## config.mk

```make
export PLATFORM = sky130hd
export DESIGN_NAME = ps2_key_decoder
export DESIGN_NICKNAME = d
export VERILOG_FILES = /design/src/rtl/ps2_key_decoder.sv
export SDC_FILE = /design/constraint.sdc
export NUM_CORES = 1
export LEC_CHECK = 0
export ABC_CLOCK_PERIOD_IN_PS = 3220
export CAP_MARGIN = 25
export CORE_MARGIN = 4
export CORE_UTILIZATION = 54
export DETAILED_ROUTE_END_ITERATION = 8
export PLACE_DENSITY_LB_ADDON = 0.12
export SETUP_SLACK_MARGIN = 0.2
export SLEW_MARGIN = 20
export SYNTH_ARGS = -nofsm -noshare
export SYNTH_HDL_FRONTEND = slang
export SYNTH_SLANG_ARGS = --single-unit
```

## constraint.sdc

```tcl
create_clock -name clk -period 3.22 [get_ports clk]
set_clock_uncertainty 0.05 [all_clocks]
set_input_delay 0.322 -clock clk [delete_from_list [all_inputs] [get_ports clk]]
set_output_delay 0.322 -clock clk [all_outputs]
set_load 0.1 [all_outputs]
```

## src/rtl/ps2_key_decoder.sv

```systemverilog
// PS/2 set-2 scan-code consumer: pops bytes from the keyboard FIFO,
// tracks the held key, its ASCII value and a BCD press counter.
//   in : clk, clrn (async, active-low), data[7:0], ready, overflow
//   out: nextdata_n, key_code[7:0], key_ascii[7:0], key_down,
//        extended, press_cnt[7:0] (packed BCD), ovf_sticky
module ps2_key_decoder (
  input  logic       clk,
  input  logic       clrn,
  input  logic [7:0] data,
  input  logic       ready,
  input  logic       overflow,
  output logic       nextdata_n,
  output logic [7:0] key_code,
  output logic [7:0] key_ascii,
  output logic       key_down,
  output logic       extended,
  output logic [7:0] press_cnt,
  output logic       ovf_sticky
);

  typedef enum logic [1:0] {
    IDLE = 2'd0,
    POP  = 2'd1,
    PROC = 2'd2
  } state_t;

  state_t     state_q, state_d;
  logic [7:0] byte_q;
  logic       brk_p, ext_p;
  logic       is_e0, is_f0, same_key;

  function automatic logic [7:0] to_ascii(input logic [7:0] c);
    logic [7:0] a;
    a = 8'h00;
    case (c)
      8'h1C: a = 8'h61; 8'h32: a = 8'h62;
      8'h21: a = 8'h63; 8'h23: a = 8'h64;
      8'h24: a = 8'h65; 8'h2B: a = 8'h66;
      8'h34: a = 8'h67; 8'h33: a = 8'h68;
      8'h43: a = 8'h69; 8'h3B: a = 8'h6A;
      8'h42: a = 8'h6B; 8'h4B: a = 8'h6C;
      8'h3A: a = 8'h6D; 8'h31: a = 8'h6E;
      8'h44: a = 8'h6F; 8'h4D: a = 8'h70;
      8'h15: a = 8'h71; 8'h2D: a = 8'h72;
      8'h1B: a = 8'h73; 8'h2C: a = 8'h74;
      8'h3C: a = 8'h75; 8'h2A: a = 8'h76;
      8'h1D: a = 8'h77; 8'h22: a = 8'h78;
      8'h35: a = 8'h79; 8'h1A: a = 8'h7A;
      8'h45: a = 8'h30; 8'h16: a = 8'h31;
      8'h1E: a = 8'h32; 8'h26: a = 8'h33;
      8'h25: a = 8'h34; 8'h2E: a = 8'h35;
      8'h36: a = 8'h36; 8'h3D: a = 8'h37;
      8'h3E: a = 8'h38; 8'h46: a = 8'h39;
      8'h29: a = 8'h20; 8'h5A: a = 8'h0D;
      default: a = 8'h00;
    endcase
    return a;
  endfunction

  function automatic logic [7:0] bcd_inc(input logic [7:0] v);
    logic [3:0] lo, hi;
    lo = v[3:0];
    hi = v[7:4];
    if (lo == 4'd9) begin
      lo = 4'd0;
      hi = (hi == 4'd9) ? 4'd0 : hi + 4'd1;
    end else begin
      lo = lo + 4'd1;
    end
    return {hi, lo};
  endfunction

  assign is_e0    = (byte_q == 8'hE0);
  assign is_f0    = (byte_q == 8'hF0);
  assign same_key = (byte_q == key_code) && (ext_p == extended);

  // ready is only looked at in IDLE; the FIFO flag lags the pop by a cycle
  always_comb begin
    state_d    = state_q;
    nextdata_n = 1'b1;
    unique case (state_q)
      IDLE: if (ready) state_d = POP;
      POP: begin
        nextdata_n = 1'b0;
        state_d    = PROC;
      end
      PROC:    state_d = IDLE;
      default: state_d = IDLE;
    endcase
  end

  always_ff @(posedge clk or negedge clrn) begin
    if (!clrn) begin
      state_q <= IDLE;
      byte_q  <= 8'h00;
    end else begin
      state_q <= state_d;
      if (state_q == IDLE && ready) byte_q <= data;
    end
  end

  always_ff @(posedge clk or negedge clrn) begin
    if (!clrn) begin
      ovf_sticky <= 1'b0;
    end else if (overflow) begin
      ovf_sticky <= 1'b1;
    end
  end

  always_ff @(posedge clk or negedge clrn) begin
    if (!clrn) begin
      brk_p     <= 1'b0;
      ext_p     <= 1'b0;
      key_code  <= 8'h00;
      key_ascii <= 8'h00;
      key_down  <= 1'b0;
      extended  <= 1'b0;
      press_cnt <= 8'h00;
    end else if (state_q == PROC) begin
      if (is_e0) begin
        ext_p <= 1'b1;
      end else if (is_f0) begin
        brk_p <= 1'b1;
      end else begin
        brk_p <= 1'b0;
        ext_p <= 1'b0;
        if (brk_p) begin
          if (same_key) key_down <= 1'b0;
        end else if (!(key_down && same_key)) begin
          // a held key resent unchanged is typematic repeat, not a press
          key_code  <= byte_q;
          extended  <= ext_p;
          key_down  <= 1'b1;
          press_cnt <= bcd_inc(press_cnt);
          key_ascii <= ext_p ? 8'h00 : to_ascii(byte_q);
        end
      end
    end
  end

endmodule

```

# Word-level counts from Yosys, hierarchy flattened
# Memory sizes are Yosys's and may differ from the RTL's.
# Cells that the tools add are included.
# word_totals
regBits	39
mem_bits_ro	896
input_bits	12
output_inout_bits	28
word_cells	52
memories	1
# classes
n_addsub	2
n_eq_ne	12
muxes	13
bitwise	4
n_reduce_logical	9
# memory_table
memory	words	width	rd	rd_ports_with_merged_regs	write_ports	line	source
(no name shown)	128	7	1	0	0	35	case (c)
# ops
cell	n
equality test 8 bit (second input constant)	2
2-to-1 mux 8 bit	2
AND reduction 5 bit	2
adder 4 x 1 -> 4 bit (second input constant)	2
equality test 4 bit (second input constant)	2
equality test 8 bit	1
2-to-1 mux 4 bit	2
2-to-1 mux 1 bit	7
inequality test 2 bit (second input constant)	3
AND reduction 6 bit	1
NOT 1 bit	4
one-hot mux 2 bit (2 select lines)	1
AND reduction 2 bit	2
logical AND 1 bit	3
equality test 2 x 1 -> 1 bit (second input constant)	1
equality test 2 bit (second input constant)	1
logical NOT 2 bit	1
2-to-1 mux 2 bit	1
inequality test 2 x 1 -> 1 bit (second input constant)	1
equality test 1 bit	1

# Depth between registers and ports, before layout
# Gate-level depths: netlist of run 1.
# depth
depth_word	5
ltp_mapped	10
depth_no_buf	7

# Worst setup path after synthesis of run 1
# OpenSTA, ideal clock, no wires.
# synth_path
kind	register to register
start	reg extended
end	reg extended
setup_time_ns	0.126
t_arrival_ns	2.494
setup_slack_ns	0.549
path_stages_with_launch	8
synth_period_minus_slack_ns	2.671
path_cell_list	dfrtp_1 xor2_1 nor4_4 nand4_4 and2_4 buf_6 buf_8 mux2_4
# synth_via
elab_chain_cells	5
# synth_rtl
item	line	source
start: declaration	16	output logic extended,
start signal: assignment	132	extended <= ext_p;
equality test 1 bit	75	assign same_key = (byte_q == key_code) && (ext_p == extended);
logical AND 1 bit	75	
logical AND 1 bit	129	end else if (!(key_down && same_key)) begin
NOT 1 bit (no source line)	n/a	
AND reduction 5 bit (no source line)	n/a	
# No other way between the ends.
# A chain may end at the register's enable or synchronous reset.

# Worst setup path after layout of run 1
# layout_path
start	reg byte_q[1]
end	reg key_code[4]
# layout_via
elab_chain_cells	5
# layout_rtl
item	line	source
start: declaration	28	logic [7:0] byte_q;
start signal: assignment	98	if (state_q == IDLE && ready) byte_q <= data;
equality test 8 bit	75	
logical AND 1 bit	75	
logical AND 1 bit	129	
NOT 1 bit (no source line)	n/a	
AND reduction 5 bit (no source line) (*)	n/a	
end signal: assignment	131	key_code <= byte_q;
end: declaration	13	output logic [7:0] key_code,
# Every way passes the cells marked *; elsewhere a longest branch is shown, timed or not.

==> results of run 1 <==
[sequential cells by signal (all words and copies together), names as in the netlist]
signal / flops
extended: 1
key_code: 8
key_down: 1
ext_p: 1
press_cnt: 8
state_q: 2
key_ascii: 7
byte_q: 8
ovf_sticky: 1
brk_p: 1
[through the flow]
step	cell area, µm²	setup WS [ns]	hold WS (ns)	std cells	utilization
2_1_floorplan	2520	0.549	-0.0236	260	-
3_3_place_gp	2900	0.824	0.393	337	0.651
3_5_place_dp	2900	0.741	0.414	337	0.651
4_1_cts	3010	0.723	0.103	344	0.677
5_1_grt	3010	0.548	0.145	344	0.677
6_report	3010	0.705	0.0562	344	0.677
[metal layers]
metal / wire [µm] / vias up / GRT usage
met5: 0 / - / 0
met3: 400 / 10 / 0.0496
li1: - / 993 / -
met4: 95 / 0 / 0.0616
met2: 2710 / 93 / 0.342
met1: 2670 / 1003 / 0.296
[worst register-to-register path, cell delays in order, from the launching register on]
cell      delay [ns]
dfrtp_1         0.63
inv_1           0.24
ha_1            0.30
nand4b_1        0.13
o211a_1         0.30
and2_4          0.38
mux2_2          0.38
[cells in the final DEF, fill, tap and decap left out, types with 2 or more instances in the layout]
cell type and instances:
xnor2_1 3, nand2_1 16, nand3b_1 4, or4b_2 2, nand3_1 4, a211oi_1 4
inv_1 7, o21ai_0 21, xor2_1 10, o211ai_1 7, mux2_2 13, mux2_4 8
nor3b_1 3, nor3_1 6, a2111oi_0 2, nand4_1 4, clkbuf_8 6, nor2_1 18
buf_4 8, clkdlybuf4s50_1 35, and3_1 4, dfrtp_1 38, a21oi_1 9, a31oi_1 3
nand2b_1 9, nor2b_1 6, ha_1 7, o21a_1 2, mux2i_1 5
[synthesized netlist by cell type (all sizes together), types with 8 or more instances]
master	n	share of area
nand2	16	0.024
a21oi	9	0.018
buf	8	0.025
nand2b	9	0.022
xor2	10	0.035
clkbuf	11	0.016
mux2	22	0.11
dfrtp	38	0.38
nor2	18	0.027
o21ai	21	0.042
[logic make-up after synthesis]
family | synth area share
adders and majority gates | 0.0348
DFF | 0.377
and+or+nand+nor | 0.202
xor gates and xnor gates | 0.0452
AOI/OAI and AO/OA | 0.156
buffers and inverters | 0.0536
muxes | 0.130
other | 0.00149
[worst max path at each step]
| stage | startpoint | to | slack (ns) | cells after the start |
|---|---|---|---|---|
| after floorplan | extended | extended | 0.55 | 7 |
| after global placement | byte_q[1] | key_ascii[6] | 0.82 | 6 |
| after detailed placement | byte_q[1] | key_code[4] | 0.74 | 6 |
| after CTS | byte_q[1] | key_code[4] | 0.72 | 6 |
| after global routing | byte_q[1] | key_ascii[6] | 0.55 | 6 |
| final | byte_q[1] | key_code[4] | 0.71 | 6 |
[area by class of cell]
class	count	area, µm²
Clock buffer	6	82.6
Clock inverter	1	30.0
Fill cell	371	1440
Inverter	8	30.0
Multi-Input combinational cell	195	1430
Sequential cell	38	951
Tap cell	52	65.1
Timing Repair Buffer	44	415
==> metrics.csv, run 1 <==
stage;metric;value;unit
run_status;outcome;complete, no violations;
critical_path;Data arrival, critical path;2.64;ns
clock_network;post_cts resized;0;
floorplan;Starting Density;0.567;
floorplan;die width;76.3;µm
critical_path;Worst path slowest cell;dfrtp_1;
clock_network;Clock transition at path regs;0.08;ns
routing;Routed WL;5870;µm
clock_network;setup bufs post-CTS;0;
critical_path;critical path fanouts, max;17;
critical_path;Reg2Reg Depth;6;
critical_path;reg2reg setup slack;0.71;ns
yosys;Synth Flop Type;dfrtp_1;
critical_path;CP startpoint kind;flop;
routing;residual DRC count;0;
routing;Pre-antenna DRT Iters;7;
sta;Slew Limit Fails;0;
yosys;Post-Syn Area;2520;µm²
clock_network;Skew-Pair Late Insertion Delay;0.29;ns
global_route;pin count of the biggest net entering global routing;39;
place;gpl congestion;0.929;
cells_and_area;share of layout cells above drive strength 1;0.158;
global_route;aggregate global routing overflow;0;
sta;RSZ-0062 raised after global routing;false;
sta;Final TNS setup;0;ns
floorplan;core area;4440;µm²
sta;Max Fclk;398;MHz
floorplan;die height;76.3;µm
global_route;vias in the first global route;2011;
sta;fin crit share;0.781;
critical_path;worst r2r src;byte_q[1];
routing;WL/cell;17.1;µm
critical_path;crit-path cells;inv_1 -> ha_1 -> nand4b_1 -> o211a_1 -> and2_4 -> mux2_2;
clock_network;CTS sink count;38;
yosys;average size of a mapped cell;9.69;µm²
clock_network;clk buf depth;2;
cells_and_area;n_diodes;0;
routing;DR iter-0 viols;273;
yosys;count of different cell masters after synthesis;58;
critical_path;family with the most delay on the worst path;flip-flops;
clock_network;H-tree depth;2;
job;max-cap check violation count;0;
sta;Final Critical Period;2.51;ns
global_route;gr usage total;0.216;
clock_network;number of CTS-inserted buffers;5;
global_route;initial antenna violation count;0;
yosys;asr flop ratio synth;1.00;
sta;Hold Violations, Final;0;
clock_network;hold bufs inserted after CTS;0;
yosys;Synth warnings;0;
floorplan;die area;5820;µm²
clock_network;Root Buffer;clkbuf_8;
critical_path;R2R Path End;key_code[4];
clock_network;CTS tree;yes;
critical_path;Buf+Inv Stages, Crit Path;1;
yosys;syn nets;279;
global_route;first-pass GRT wire length;10200;µm
sta;worst relative slew slack;0.350;
routing;via count;2099;
sta;Final setup viols;0;
place;IO buf count;38;
critical_path;worst path required time;3.35;ns
yosys;sequential fraction of the synthesis area;0.377;
sta;measured slew at the worst slew-check pin;0.971;ns
cells_and_area;nets@finish;311;
yosys;cell count after synthesis;260;
routing;Vias/cell;6.10;
critical_path;Crit Path Category;flop to flop;
worst_hold_path;Worst Hold Class;input port to asynchronous set/reset pin;
yosys;Yosys reg bits;38;
critical_path;Max stage delay on crit path;0.63;ns
critical_path;type of element capturing the critical path;flop;
yosys;Post-synth EDFFs;0;
floorplan;num rows;24;
floorplan;I/O pins;40;
cells_and_area;Syn-to-layout area delta;19.4;%
place;Post-DP HPWL;4250;µm
routing;DRT antenna net count;0;
Power of run 1 is left out: the tool's default activity adds up to more than one toggle a clock period on the data nets, which glitch-free logic cannot reach.
==> inputs of run 2 (changes only) <==
--- a/config.mk
+++ b/config.mk
@@ -5,10 +5,10 @@
 export SDC_FILE = /design/constraint.sdc
 export NUM_CORES = 1
 export LEC_CHECK = 0
-export ABC_CLOCK_PERIOD_IN_PS = 3220
+export ABC_CLOCK_PERIOD_IN_PS = 2100
 export CAP_MARGIN = 25
 export CORE_MARGIN = 4
-export CORE_UTILIZATION = 54
+export CORE_UTILIZATION = 49
 export DETAILED_ROUTE_END_ITERATION = 8
 export PLACE_DENSITY_LB_ADDON = 0.12
 export SETUP_SLACK_MARGIN = 0.2
==> constraint.sdc (replaced) <==
create_clock -name clk -period 2.1 [get_ports clk]
set_clock_uncertainty 0.05 [all_clocks]
set_input_delay 0.21 -clock clk [delete_from_list [all_inputs] [get_ports clk]]
set_output_delay 0.21 -clock clk [all_outputs]
set_load 0.1 [all_outputs]
==> run 2 against run 1 <==
  * The run now ends with negative hold slack left
  * Cell count rose by 12%
  * Global-route usage rose by 0.43 points
  * Flip-flop and latch count did not move
  * Worst setup slack got worse by 0.57 ns
  * Die area rose by 9.1%
  * Register-to-register slack got worse by 0.57 ns
  * Count of clock-buffer cells in the layout did not move
  * Non-clock buffer count rose by 23
  * Maximum frequency rose by 28%
  * Via count rose by 8.0%
  * Critical path depth fell by 1
  * Final area rose by 13%
  * Critical path type unchanged
  * Largest cell class unchanged
  * Highest routed layer unchanged
==> metrics.csv, run 2 (synthesized netlist as in run 1, its figures left out) <==
stage;metric;value;unit;change
sta;Hold Violations, Final;38;;was 0
clock_network;hold bufs inserted after CTS;0;;unchanged
sta;Final Critical Period;1.97;ns;was 2.51 ns
floorplan;num rows;25;;was 24
run_status;outcome;complete, but fails checks;;was complete, no violations
sta;worst relative slew slack;0.446;;was 0.350
power;Leak;1.44;nW;
place;gpl congestion;0.906;;was 0.929
cells_and_area;Largest regs;byte_q x8, key_code x8, press_cnt x8;;unchanged
floorplan;core area;4850;µm²;was 4440 µm²
power;net switching power;0.00302;W;
sta;RSZ-0062 raised after global routing;true;;was false
cells_and_area;post-layout instance area;3390;µm²;was 3010 µm²
floorplan;die height;79.7;µm;was 76.3 µm
global_route;aggregate global routing overflow;0;;unchanged
routing;Pre-antenna DRT Iters;5;;was 7
routing;Vias/cell;5.89;;was 6.10
critical_path;Data arrival, critical path;2.08;ns;was 2.64 ns
power;switching part of the total;0.528;;
clock_network;Root Buffer;clkbuf_8;;unchanged
cells_and_area;Syn-to-layout area delta;34.6;%;was 19.4%
worst_hold_path;Worst Hold Class;input port to asynchronous set/reset pin;;unchanged
clock_network;CTS tree;yes;;unchanged
routing;WL/cell;17.4;µm;was 17.1 µm
sta;measured slew at the worst slew-check pin;0.831;ns;was 0.971 ns
power;Clk pwr share;0.133;;
clock_network;clk buf depth;2;;unchanged
clock_network;number of CTS-inserted buffers;5;;unchanged
clock_network;Clock transition at path regs;0.08;ns;about the same
cells_and_area;n_diodes;0;;unchanged
floorplan;die width;79.7;µm;was 76.3 µm
global_route;vias in the first global route;2137;;was 2,011
sta;fin crit share;0.937;;was 0.781
place;placed instance area;2990;µm²;was 2900 µm²
routing;residual DRC count;0;;unchanged
floorplan;I/O pins;40;;unchanged
global_route;pin count of the biggest net entering global routing;39;;unchanged
critical_path;worst path required time;2.22;ns;was 3.35 ns
place;Post-DP HPWL;4520;µm;was 4250 µm
global_route;gr usage total;0.220;;was 0.216
cells_and_area;commonest cells after routing, fill and taps aside;buf_4, o21ai_0, nor2_1, dfrtp_1, dfrtp_2;;was dfrtp_1, clkdlybuf4s50_1, o21ai_0
sta;Fin Hold WS;-0.0276;ns;was 0.0562 ns
clock_network;CTS sink count;38;;unchanged
cells_and_area;share of layout cells above drive strength 1;0.425;;was 0.158
cells_and_area;Seq. cell area;987;µm²;was 951 µm²
routing;DRT antenna net count;0;;unchanged
power;combinational fraction of design power;0.633;;
floorplan;die area;6350;µm²;was 5820 µm²
cells_and_area;area of the multi-input gates;1570;µm²;was 1430 µm²
clock_network;Skew-Pair Late Insertion Delay;0.28;ns;was 0.29 ns
sta;Max Fclk;508;MHz;was 398 MHz
critical_path;critical path fanouts, max;8;;was 17
power;Seq pwr share;0.235;;
power;Internal Power;0.00270;W;
routing;DR iter-0 viols;300;;was 273
global_route;initial antenna violation count;0;;unchanged
power;PD cells;1690;nW/µm²;
clock_network;H-tree depth;2;;unchanged
routing;Routed WL;6680;µm;was 5870 µm
critical_path;type of element capturing the critical path;flop;;unchanged
sta;Slew Limit Fails;0;;unchanged
critical_path;CP startpoint kind;flop;;unchanged
job;max-cap check violation count;0;;unchanged
critical_path;Crit Path Category;flop to flop;;unchanged
floorplan;Starting Density;0.520;;was 0.567
cells_and_area;nets@finish;336;;was 311
global_route;first-pass GRT wire length;10800;µm;was 10,200 µm
place;IO buf count;38;;unchanged
cells_and_area;most common cell after layout, fill and taps aside;buf_4;;was dfrtp_1
sta;Final setup viols;0;;unchanged
run_status;failing checks;negative hold slack;;
cells_and_area;number of fill cells;371;;unchanged
power;peak supply drop;0.833;mV;
sta;Final TNS setup;0;ns;unchanged
routing;via count;2266;;was 2,099
-- run 2: cell count changes in the layout (fill, tap and decap cells not counted), moves of 3 or more --
| cell | delta |
|---|---|
| buf_4 | +42 |
| buf_6 | +4 |
| clkdlybuf4s50_1 | -25 |
| dfrtp_1 | -21 |
| dfrtp_2 | +17 |
| dfrtp_4 | +4 |
| ha_1 | -5 |
| ha_4 | +3 |
| o21ai_0 | -3 |
| o21ai_1 | +3 |
-- run 2: what timing repair did --
item | 4_1_cts | 5_1_grt
hold endpoints to repair | 0 | 0
endpoints found under the setup margin | 18 | 23
setup buffers | 10 | 2
cloned | 3 | 0
gates resized for setup | 29 | 7
pin swaps | 10 | 5
-- run 2: area by class of cell --
type,count,share of cell area
tap,67,0.0247
multi-input combinational,197,0.462
sequential,38,0.291
inverter,8,0.00959
timing repair buffer,67,0.170
clock inverter,2,0.0177
clock buffer,6,0.0244
-- run 2: power by group through the flow --
stage / clock (W) / sequential [W] / combinational (W)
final: 0.000758 / 0.00134 / 0.00362
after global routing: 0.000813 / 0.00138 / 0.00377
after CTS: 0.000771 / 0.00133 / 0.00355
after detailed placement: 0 / 0.00132 / 0.00331
after floorplan: 0 / 0.00267 / 0.00122
after global placement: 0 / 0.00132 / 0.00329
-- run 2: critical path, cell delays in order, from the launching register on --
cell and delay (ns):
dfrtp_2 0.47, xor2_1 0.20, nor3_2 0.36, nand4_4 0.22
and2_4 0.25, mux2_4 0.30
-- run 2: path summary, 6_finish.rpt --
kind / startpoint / to / slack [ns] / cells after the start
max: byte_q[6] / key_ascii[6] / 0.13 / 5
min: clrn / extended / -0.03 / 1
max reg2reg: byte_q[6] / key_ascii[6] / 0.13 / 5
min reg2reg: state_q[1] / state_q[1] / 0.42 / 1
max in group asynchronous: clrn / key_code[2] / 1.41 / 1
min in group clk: data[0] / byte_q[0] / 0.42 / 3
-- run 2: metal layers --
layer	routed length [µm]	global-route usage
met3	585	0.0440
met5	0	0
met1	3020	0.316
met4	63	0.0567
met2	3020	0.340
-- run 2: through the flow --
step	total power, W	hold slack [ns]	utilization	setup slack [ns]	instances
5_1_grt	0.00597	0.0394	0.699	0.0988	385
2_1_floorplan	0.00389	-0.136	-	-0.184	260
6_report	0.00571	-0.0276	0.699	0.133	385
3_3_place_gp	0.00461	0.296	0.617	0.0999	362
3_5_place_dp	0.00463	0.314	0.617	0.0660	362
4_1_cts	0.00565	0.00663	0.693	0.154	383
No activity file was read; power rests on OpenSTA's default activity.
